[src/rtl/stream_mux_rr.sv]
// N-channel registered stream multiplexer with per-channel valid/ready handshakes.
// Selection is either software-steered (sel_in) or round-robin from the last grant.
module stream_mux_rr #(
  parameter int unsigned WIDTH    = 4,
  parameter int unsigned CHANNELS = 4,
  localparam int unsigned SEL_W   = $clog2(CHANNELS)
) (
  input  logic                      clk_in,
  input  logic                      rst_in,
  input  logic [CHANNELS*WIDTH-1:0] data_in,
  input  logic [CHANNELS-1:0]       valid_in,
  output logic [CHANNELS-1:0]       ready_out,
  input  logic [SEL_W-1:0]          sel_in,
  input  logic                      mode_in,
  output logic [WIDTH-1:0]          y_out,
  output logic                      valid_out,
  input  logic                      ready_in,
  output logic [SEL_W-1:0]          grant_out
);

  typedef enum logic {
    EMPTY = 1'b0,
    FULL  = 1'b1
  } state_t;

  state_t           state_q, state_d;
  logic [SEL_W-1:0] ptr_q, ptr_d;
  logic [SEL_W-1:0] grant_d;
  logic [WIDTH-1:0] y_d;

  logic             free_c;
  logic             cand_vld;
  logic [SEL_W-1:0] cand_idx;
  logic [WIDTH-1:0] cand_data;
  int unsigned      off;
  int unsigned      best_off;
  logic             take;

  assign valid_out = (state_q == FULL);
  assign free_c    = (state_q == EMPTY) || ready_in;

  // Candidate pick; in round-robin, off is the distance past ptr (0 means ptr+1).
  always_comb begin
    cand_vld  = 1'b0;
    cand_idx  = '0;
    cand_data = '0;
    best_off  = '0;
    off       = '0;
    take      = 1'b0;
    for (int unsigned c = 0; c < CHANNELS; c++) begin
      off = (c + CHANNELS - 1 - 32'(ptr_q)) % CHANNELS;
      if (!mode_in) begin
        take = valid_in[c] && (sel_in == SEL_W'(c));
      end else begin
        take = valid_in[c] && (!cand_vld || (off < best_off));
      end
      if (take) begin
        cand_vld  = 1'b1;
        cand_idx  = SEL_W'(c);
        cand_data = data_in[c*WIDTH +: WIDTH];
        best_off  = off;
      end
    end
  end

  // Accept strobe to the chosen producer; suppressed while in reset.
  always_comb begin
    ready_out = '0;
    for (int unsigned c = 0; c < CHANNELS; c++) begin
      ready_out[c] = !rst_in && free_c && cand_vld && (cand_idx == SEL_W'(c));
    end
  end

  // Next-state and register payload.
  always_comb begin
    state_d = state_q;
    y_d     = y_out;
    grant_d = grant_out;
    ptr_d   = ptr_q;
    if (free_c) begin
      if (cand_vld) begin
        state_d = FULL;
        y_d     = cand_data;
        grant_d = cand_idx;
        ptr_d   = cand_idx;
      end else begin
        state_d = EMPTY;
      end
    end
  end

  always_ff @(posedge clk_in) begin
    if (rst_in) begin
      state_q   <= EMPTY;
      y_out     <= '0;
      grant_out <= '0;
      ptr_q     <= SEL_W'(CHANNELS - 1);
    end else begin
      state_q   <= state_d;
      y_out     <= y_d;
      grant_out <= grant_d;
      ptr_q     <= ptr_d;
    end
  end

endmodule

[config.mk]
export PLATFORM = sky130hd
export DESIGN_NAME = stream_mux_rr
export DESIGN_NICKNAME = d
export VERILOG_FILES = /design/src/rtl/stream_mux_rr.sv
export SDC_FILE = /design/constraint.sdc
export NUM_CORES = 1
export LEC_CHECK = 0
export CORE_UTILIZATION = 44
export DETAILED_ROUTE_END_ITERATION = 8
export PLACE_DENSITY = 0.84
export SETUP_SLACK_MARGIN = 0.4
export SYNTH_ARGS = -nofsm -noshare
export SYNTH_HDL_FRONTEND = slang
export SYNTH_SLANG_ARGS = --single-unit
[constraint.sdc]
create_clock -name clk_in -period 12.4 [get_ports clk_in]
set_input_delay 2.48 -clock clk_in [delete_from_list [all_inputs] [get_ports clk_in]]
set_output_delay 2.48 -clock clk_in [all_outputs]
set_load 0.01 [all_outputs]
==> results of run 1 <==
## metrics by stage
| stage | hold WS (ns) | cell area (um2) | cells | power [mW] | setup slack [ns] |
|---|---|---|---|---|---|
| 6_report | 0.462 | 1180 | 162 | 0.118 | 2.31 |
| 5_1_grt | 0.487 | 1180 | 162 | 0.127 | 1.92 |
| 4_1_cts | 0.468 | 1180 | 162 | 0.119 | 2.29 |
| 3_5_place_dp | 0.454 | 1160 | 158 | 0.0966 | 2.31 |
| 3_3_place_gp | 0.450 | 1160 | 158 | 0.0944 | 2.51 |
| 2_1_floorplan | 0.481 | 811 | 102 | 0.0748 | 3.86 |
## routing by layer
metal  vias up  share of wire (%)
li1        459                  -
met1       415                 44
met2        32                 48
met3         4                7.1
met4         0                1.3
met5         -                  0
## flip-flops by register name, indices dropped and copies added (netlist names)
register / flops
valid_out: 1
ptr_q: 2
y_out: 4
grant_out: 2
## cells in the final DEF (no fill, tap or decap), types with 2 or more instances in the layout
cell type        count
a21oi_1             10
o211ai_1             2
o21ai_0              2
clkbuf_4             3
and4_1               2
nor4_1               2
o21ai_1              2
nor2_1              13
a311o_1              4
nor3b_1              2
inv_1                2
clkdlybuf4s50_1     36
ha_1                 3
nand3_1              4
nor2b_1              2
nor3_1               2
o21ai_2              2
dfxtp_1              9
nand2_1             12
a211oi_2             4
## synthesized netlist by cell type
cell type  number
a21oi_2         1
o211ai_1        2
ha_1            3
a211oi_2        4
nor4_2          1
nand2b_1        1
a311o_1         4
o2111a_1        1
dfxtp_1         9
o21bai_2        1
o21a_1          1
a21oi_1        10
inv_1           2
a21o_1          1
and4_1          2
o221ai_2        1
o21ai_2         2
xor2_1          1
o211a_1         1
a21o_2          1
nand3_1         4
nor3_1          2
buf_4           1
mux2_2          1
o21bai_1        1
nor2_1         13
nor2b_1         2
buf_6           3
and2b_1         1
and3_1          1
nor3b_1         2
nor4_1          2
nand4_1         1
o221a_2         1
o21ai_0         2
o221ai_1        1
o21ai_1         2
nand2_1        12
clkbuf_1        1
## worst max-delay path: stages
cell and delay, ns:
clkdlybuf4s50_1 0.76, o21a_1 0.29, nand2b_1 0.10, ha_1 0.31, a21oi_1 0.10, o221ai_2 0.38, mux2_2 0.40, ha_1 0.28
o221ai_1 0.17, o21bai_2 0.47, o21ai_1 0.11, ha_1 0.30, o21ai_2 0.05, o211a_1 0.25, a21oi_2 0.14, o21ai_2 0.17
nor4_1 0.24, clkdlybuf4s50_1 0.61
## final timing paths
path | from | to | slack (ns) | depth (start not counted)
max | mode_in | ready_out[0] | 2.31 | 18
min | grant_out[1]$_SDFFE_PP0P_ | grant_out[1]$_SDFFE_PP0P_ | 0.46 | 2
max reg2reg | ptr_q[1]$_SDFFE_PP1P_ | y_out[3]$_SDFFE_PP0P_ | 8.08 | 16
min reg2reg | grant_out[1]$_SDFFE_PP0P_ | grant_out[1]$_SDFFE_PP0P_ | 0.46 | 2
## cell families (layout without fill, tap and decap cells)
logic type | count (synthesis) | in the layout | share of synthesized area, %
AOI/OAI and AO/OA | 37 | 37 | 37.0
xor gates and xnor gates | 1 | 1 | 1.08
adders and majority gates | 3 | 3 | 4.63
buffers and inverters | 7 | 42 | 6.48
DFF | 9 | 9 | 22.2
muxes | 1 | 1 | 1.39
and+or+nand+nor | 44 | 44 | 27.2
## cell type report
type / count / area share, %
clock buffers: 4 / 2.22
repair buffers: 36 / 30.4
well taps: 25 / 2.64
inverters: 2 / 0.634
multi-input cells: 86 / 48.8
flip-flops and latches: 9 / 15.2
## where the power goes
| part | leakage (nW) | switching (mW) | internal, mW |
|---|---|---|---|
| Clock | 0.0150 | 0.00902 | 0.0123 |
| Sequential | 0.0749 | 0.00344 | 0.0332 |
| Combinational | 0.347 | 0.0298 | 0.0299 |
==> flow_summary.yaml, run 1 <==
outcome:
  status: "completed"
grt:
  grt_max_degree: 15
  grt_pass1_vias: 901
  grt_first_pass_wirelength_um: 3630
  grt_util_all_layers_pct: 23.9
  met1_usage_pct: 27.9
  gr-max-usage-layer: "met2"
  met3_usage_pct: 6.40
  antenna_found_initial: 0
  overflow: 0
  gr-usage-met2_pct: 41.4
cells_and_area:
  n_antenna_cell: 0
  drive_gt1_share_pct: 11.7
  area_growth_pct: 46.0
  utilization_pct: 68.6
  fillers: 162
  register_area_um2: 180
  multi_input_area_um2: 578
  fin_nets: 167
floorplan:
  core_mm2: 0.00173
  die_area_mm2: 0.00202
  io_pins: 37
  die_w_um: 44.9
  rows: 15
  start_util_pct: 47.0
  die_height_um: 44.9
yosys:
  syn_area_per_cell_um2: 7.95
  netlist.area_leader.share_pct: 22.2
  synth.largest_area_cell: "dfxtp_1"
  ys_ff_latch: 9
  ys_warn_count: 0
  synth_nets: 131
  seq_area_frac_synth_pct: 22.2
  netlist_area_um2: 811
  ys_top_cells_by_area: "dfxtp_1, a211oi_2, a21oi_1"
  synth_cell_types: 39
  synth_cells: 102
power:
  ir_drop_mv: 0.0679
  power.leakage_nw: 0.437
  power_density_mw_per_mm2: 99.4
routing:
  viasPerCell: 5.62
  vias: 910
  dr.pass1.iters: 4
  ant_nets: 0
  drt-total-wl_um: 2230
  routedWlPerCell_um: 13.7
  drtIter0Drc: 13
  drc: 0
clock_network:
  cts_tree: "yes"
  cts_sinks: 9
  clockRootBuffer: "clkbuf_4"
  clk_latency_ns: 0.25
  postCtsSetupBuffers: 0
  clockBufferDepth: 2
  clk_pin_slew_ns: 0.06
  cts-resized-gates: 0
  cts_htree_levels: 1
  cts_buffers: 3
  ctsHoldBuffers: 0
timing:
  worst_slew_pin_slew_ns: 0.530
  slew_headroom_pct: 64.6
  setup_viol: 0
  fmax_ghz: 0.0991
  drv_slew: 0
  clock_skew_ns: 0.00595
  min_period_ns: 10.09
  hold_viol: 0
  tns_ns: 0
  post-route-period-util_pct: 81.4
  rsz0062_at_grt: "false"
worst_setup_path:
  end_kind: "primary output"
  setup.worst_path.start_class: "input port"
  critPathMaxFanout: 14
  path_class: "in -> out"
  arrival_ns: 7.61
  cp.required_ns: 9.92
run:
  cap_violations: 0
placement:
  place.gp.congestion: 0.872
  portBuffers: 36
  dp_hpwl_um: 1770
min_path:
  hp-class: "reg -> reg"
No activity file was read; power rests on OpenSTA's default activity.
==> run 2, diff against run 1 <==
--- a/config.mk
+++ b/config.mk
@@ -5,9 +5,9 @@
 export SDC_FILE = /design/constraint.sdc
 export NUM_CORES = 1
 export LEC_CHECK = 0
-export CORE_UTILIZATION = 44
+export CORE_UTILIZATION = 41
 export DETAILED_ROUTE_END_ITERATION = 8
-export PLACE_DENSITY = 0.84
+export PLACE_DENSITY = 0.79
 export SETUP_SLACK_MARGIN = 0.4
 export SYNTH_ARGS = -nofsm -noshare
 export SYNTH_HDL_FRONTEND = slang
==> constraint.sdc (replaced) <==
create_clock -name clk_in -period 10.3 [get_ports clk_in]
set_input_delay 2.06 -clock clk_in [delete_from_list [all_inputs] [get_ports clk_in]]
set_output_delay 2.06 -clock clk_in [all_outputs]
set_load 0.01 [all_outputs]
==> run 2 against run 1 <==
  * Clock-buffer cell count unchanged
  * Setup slack lost 1.3 ns
  * Wire length up 5.2%
  * Register-to-register slack worse by 2.1 ns
  * Sequential cell count is the same
  * Largest power group unchanged
  * Highest routed layer unchanged
  * Final cell count did not move
  * Largest cell class unchanged
==> flow_summary.yaml, run 2 (synthesis results as in run 1) <==
cells_and_area:
  drive_gt1_share_pct: 11.7
  stdcell_area_mm2: 0.00118
  fin_nets: 167
  fillers: 159
  largest-register: "y_out"
  layout_commonest_cell: "clkdlybuf4s50_1"
  area_growth_pct: 46.0
  utilization_pct: 66.4
  n_antenna_cell: 0
  largest_register_ffs: 4
  final_cell_mix: "clkdlybuf4s50_1, nor2_1, nand2_1, a21oi_1, dfxtp_1"
  top_regs: "y_out (4), grant_out (2), ptr_q (2)"
floorplan:
  rows: 15
  start_util_pct: 45.5
  die_w_um: 46.5
  io_pins: 37
  core_mm2: 0.00178
  die_area_mm2: 0.00216
  die_height_um: 46.5
power:
  p_comb_share_pct: 50.5
  netSwitchingPower_mw: 0.0524
  power.leakage_nw: 0.437
  ir_drop_mv: 0.0877
  power_density_mw_per_mm2: 121
  seq_power_share_pct: 30.7
  p_clk_share_pct: 18.8
  p_int_mw: 0.0908
  netSwitchingFraction_pct: 36.6
routing:
  drt-total-wl_um: 2340
  drtIter0Drc: 22
  vias: 934
  viasPerCell: 5.77
  ant_nets: 0
  drc: 0
  dr.pass1.iters: 4
  routedWlPerCell_um: 14.5
timing:
  tns_ns: 0
  post-route-period-util_pct: 90.1
  fmax_ghz: 0.108
  slew_headroom_pct: 64.5
  worst_slew_pin_slew_ns: 0.530
  min_period_ns: 9.28
  hold_viol: 0
  rsz0062_at_grt: "false"
  drv_slew: 0
  clock_skew_ns: 0.00255
  setup_viol: 0
clock_network:
  clockRootBuffer: "clkbuf_4"
  postCtsSetupBuffers: 0
  cts-resized-gates: 0
  clk_pin_slew_ns: 0.06
  cts_buffers: 3
  cts_sinks: 9
  cts_tree: "yes"
  clk_latency_ns: 0.26
  cts_htree_levels: 1
  clockBufferDepth: 2
  ctsHoldBuffers: 0
run:
  cap_violations: 0
worst_setup_path:
  critPathMaxFanout: 14
  arrival_ns: 7.22
  rrSetupSlack_ns: 5.96
  cp.required_ns: 8.24
  end_kind: "primary output"
  setup.worst_path.start_class: "input port"
  path_class: "in -> out"
placement:
  portBuffers: 36
  place.gp.congestion: 0.839
  dp_hpwl_um: 1850
  placed_area_mm2: 0.00116
outcome:
  status: "completed"
grt:
  grt_util_all_layers_pct: 22.3
  overflow: 0
  antenna_found_initial: 0
  grt_first_pass_wirelength_um: 3420
  grt_max_degree: 15
  grt_pass1_vias: 829
min_path:
  hp-class: "reg -> reg"
## run 2: cell counts in the layout (fill, tap and decap cells not counted)
No cell type changed its count.
## run 2: through the flow
stage	power (mW)	setup slack, ns	hold slack (ns)	std cells
after floorplan	0.0900	2.60	0.481	102
after global placement	0.114	1.21	0.447	158
after detailed placement	0.117	1.11	0.465	158
after CTS	0.144	1.09	0.476	162
after global routing	0.153	0.669	0.494	162
final	0.143	1.02	0.467	162
## run 2: worst max-delay path: stages
cell and delay [ns]:
clkdlybuf4s50_1 0.78, o21a_1 0.29, nand2b_1 0.10, ha_1 0.30, a21oi_1 0.09, o221ai_2 0.36
mux2_2 0.41, ha_1 0.28, o221ai_1 0.17, o21bai_2 0.47, o21ai_1 0.12, ha_1 0.30
o21ai_2 0.05, o211a_1 0.26, a21oi_2 0.14, o21ai_2 0.17, nor4_1 0.26, clkdlybuf4s50_1 0.60
## run 2: power groups by stage
| stage | clock [mW] | combinational, mW | sequential (mW) |
|---|---|---|---|
| detailed placement | 0 | 0.0719 | 0.0447 |
| global route | 0.0297 | 0.0786 | 0.0446 |
| finish | 0.0270 | 0.0724 | 0.0439 |
| CTS | 0.0282 | 0.0723 | 0.0440 |
| global placement | 0 | 0.0697 | 0.0445 |
| floorplan | 0 | 0.0442 | 0.0458 |
## run 2: area by class of cell
| type | count | area [um2] | share of cell area, % |
|---|---|---|---|
| well taps | 25 | 31.3 | 2.64 |
| clock buffers | 4 | 26.3 | 2.22 |
| multi-input cells | 86 | 578 | 48.8 |
| flip-flops and latches | 9 | 180 | 15.2 |
| repair buffers | 36 | 360 | 30.4 |
| inverters | 2 | 7.51 | 0.634 |
## run 2: path summary, 6_finish.rpt
kind / start / end / cells after the start
setup / recovery: mode_in / ready_out[0] / 18
hold / removal: grant_out[1]$_SDFFE_PP0P_ / grant_out[1]$_SDFFE_PP0P_ / 2
setup reg to reg: ptr_q[1]$_SDFFE_PP1P_ / y_out[3]$_SDFFE_PP0P_ / 16
hold reg to reg: grant_out[1]$_SDFFE_PP0P_ / grant_out[1]$_SDFFE_PP0P_ / 2
## run 2: metal layers
layer  GRT usage [%]  up-vias  part of all wire (%)
met5               0        -                     0
met4            10.6        0                   1.5
met3            2.35        6                   4.9
met2            38.6       29                    49
met1            27.1      438                    45
li1                -      461                     -
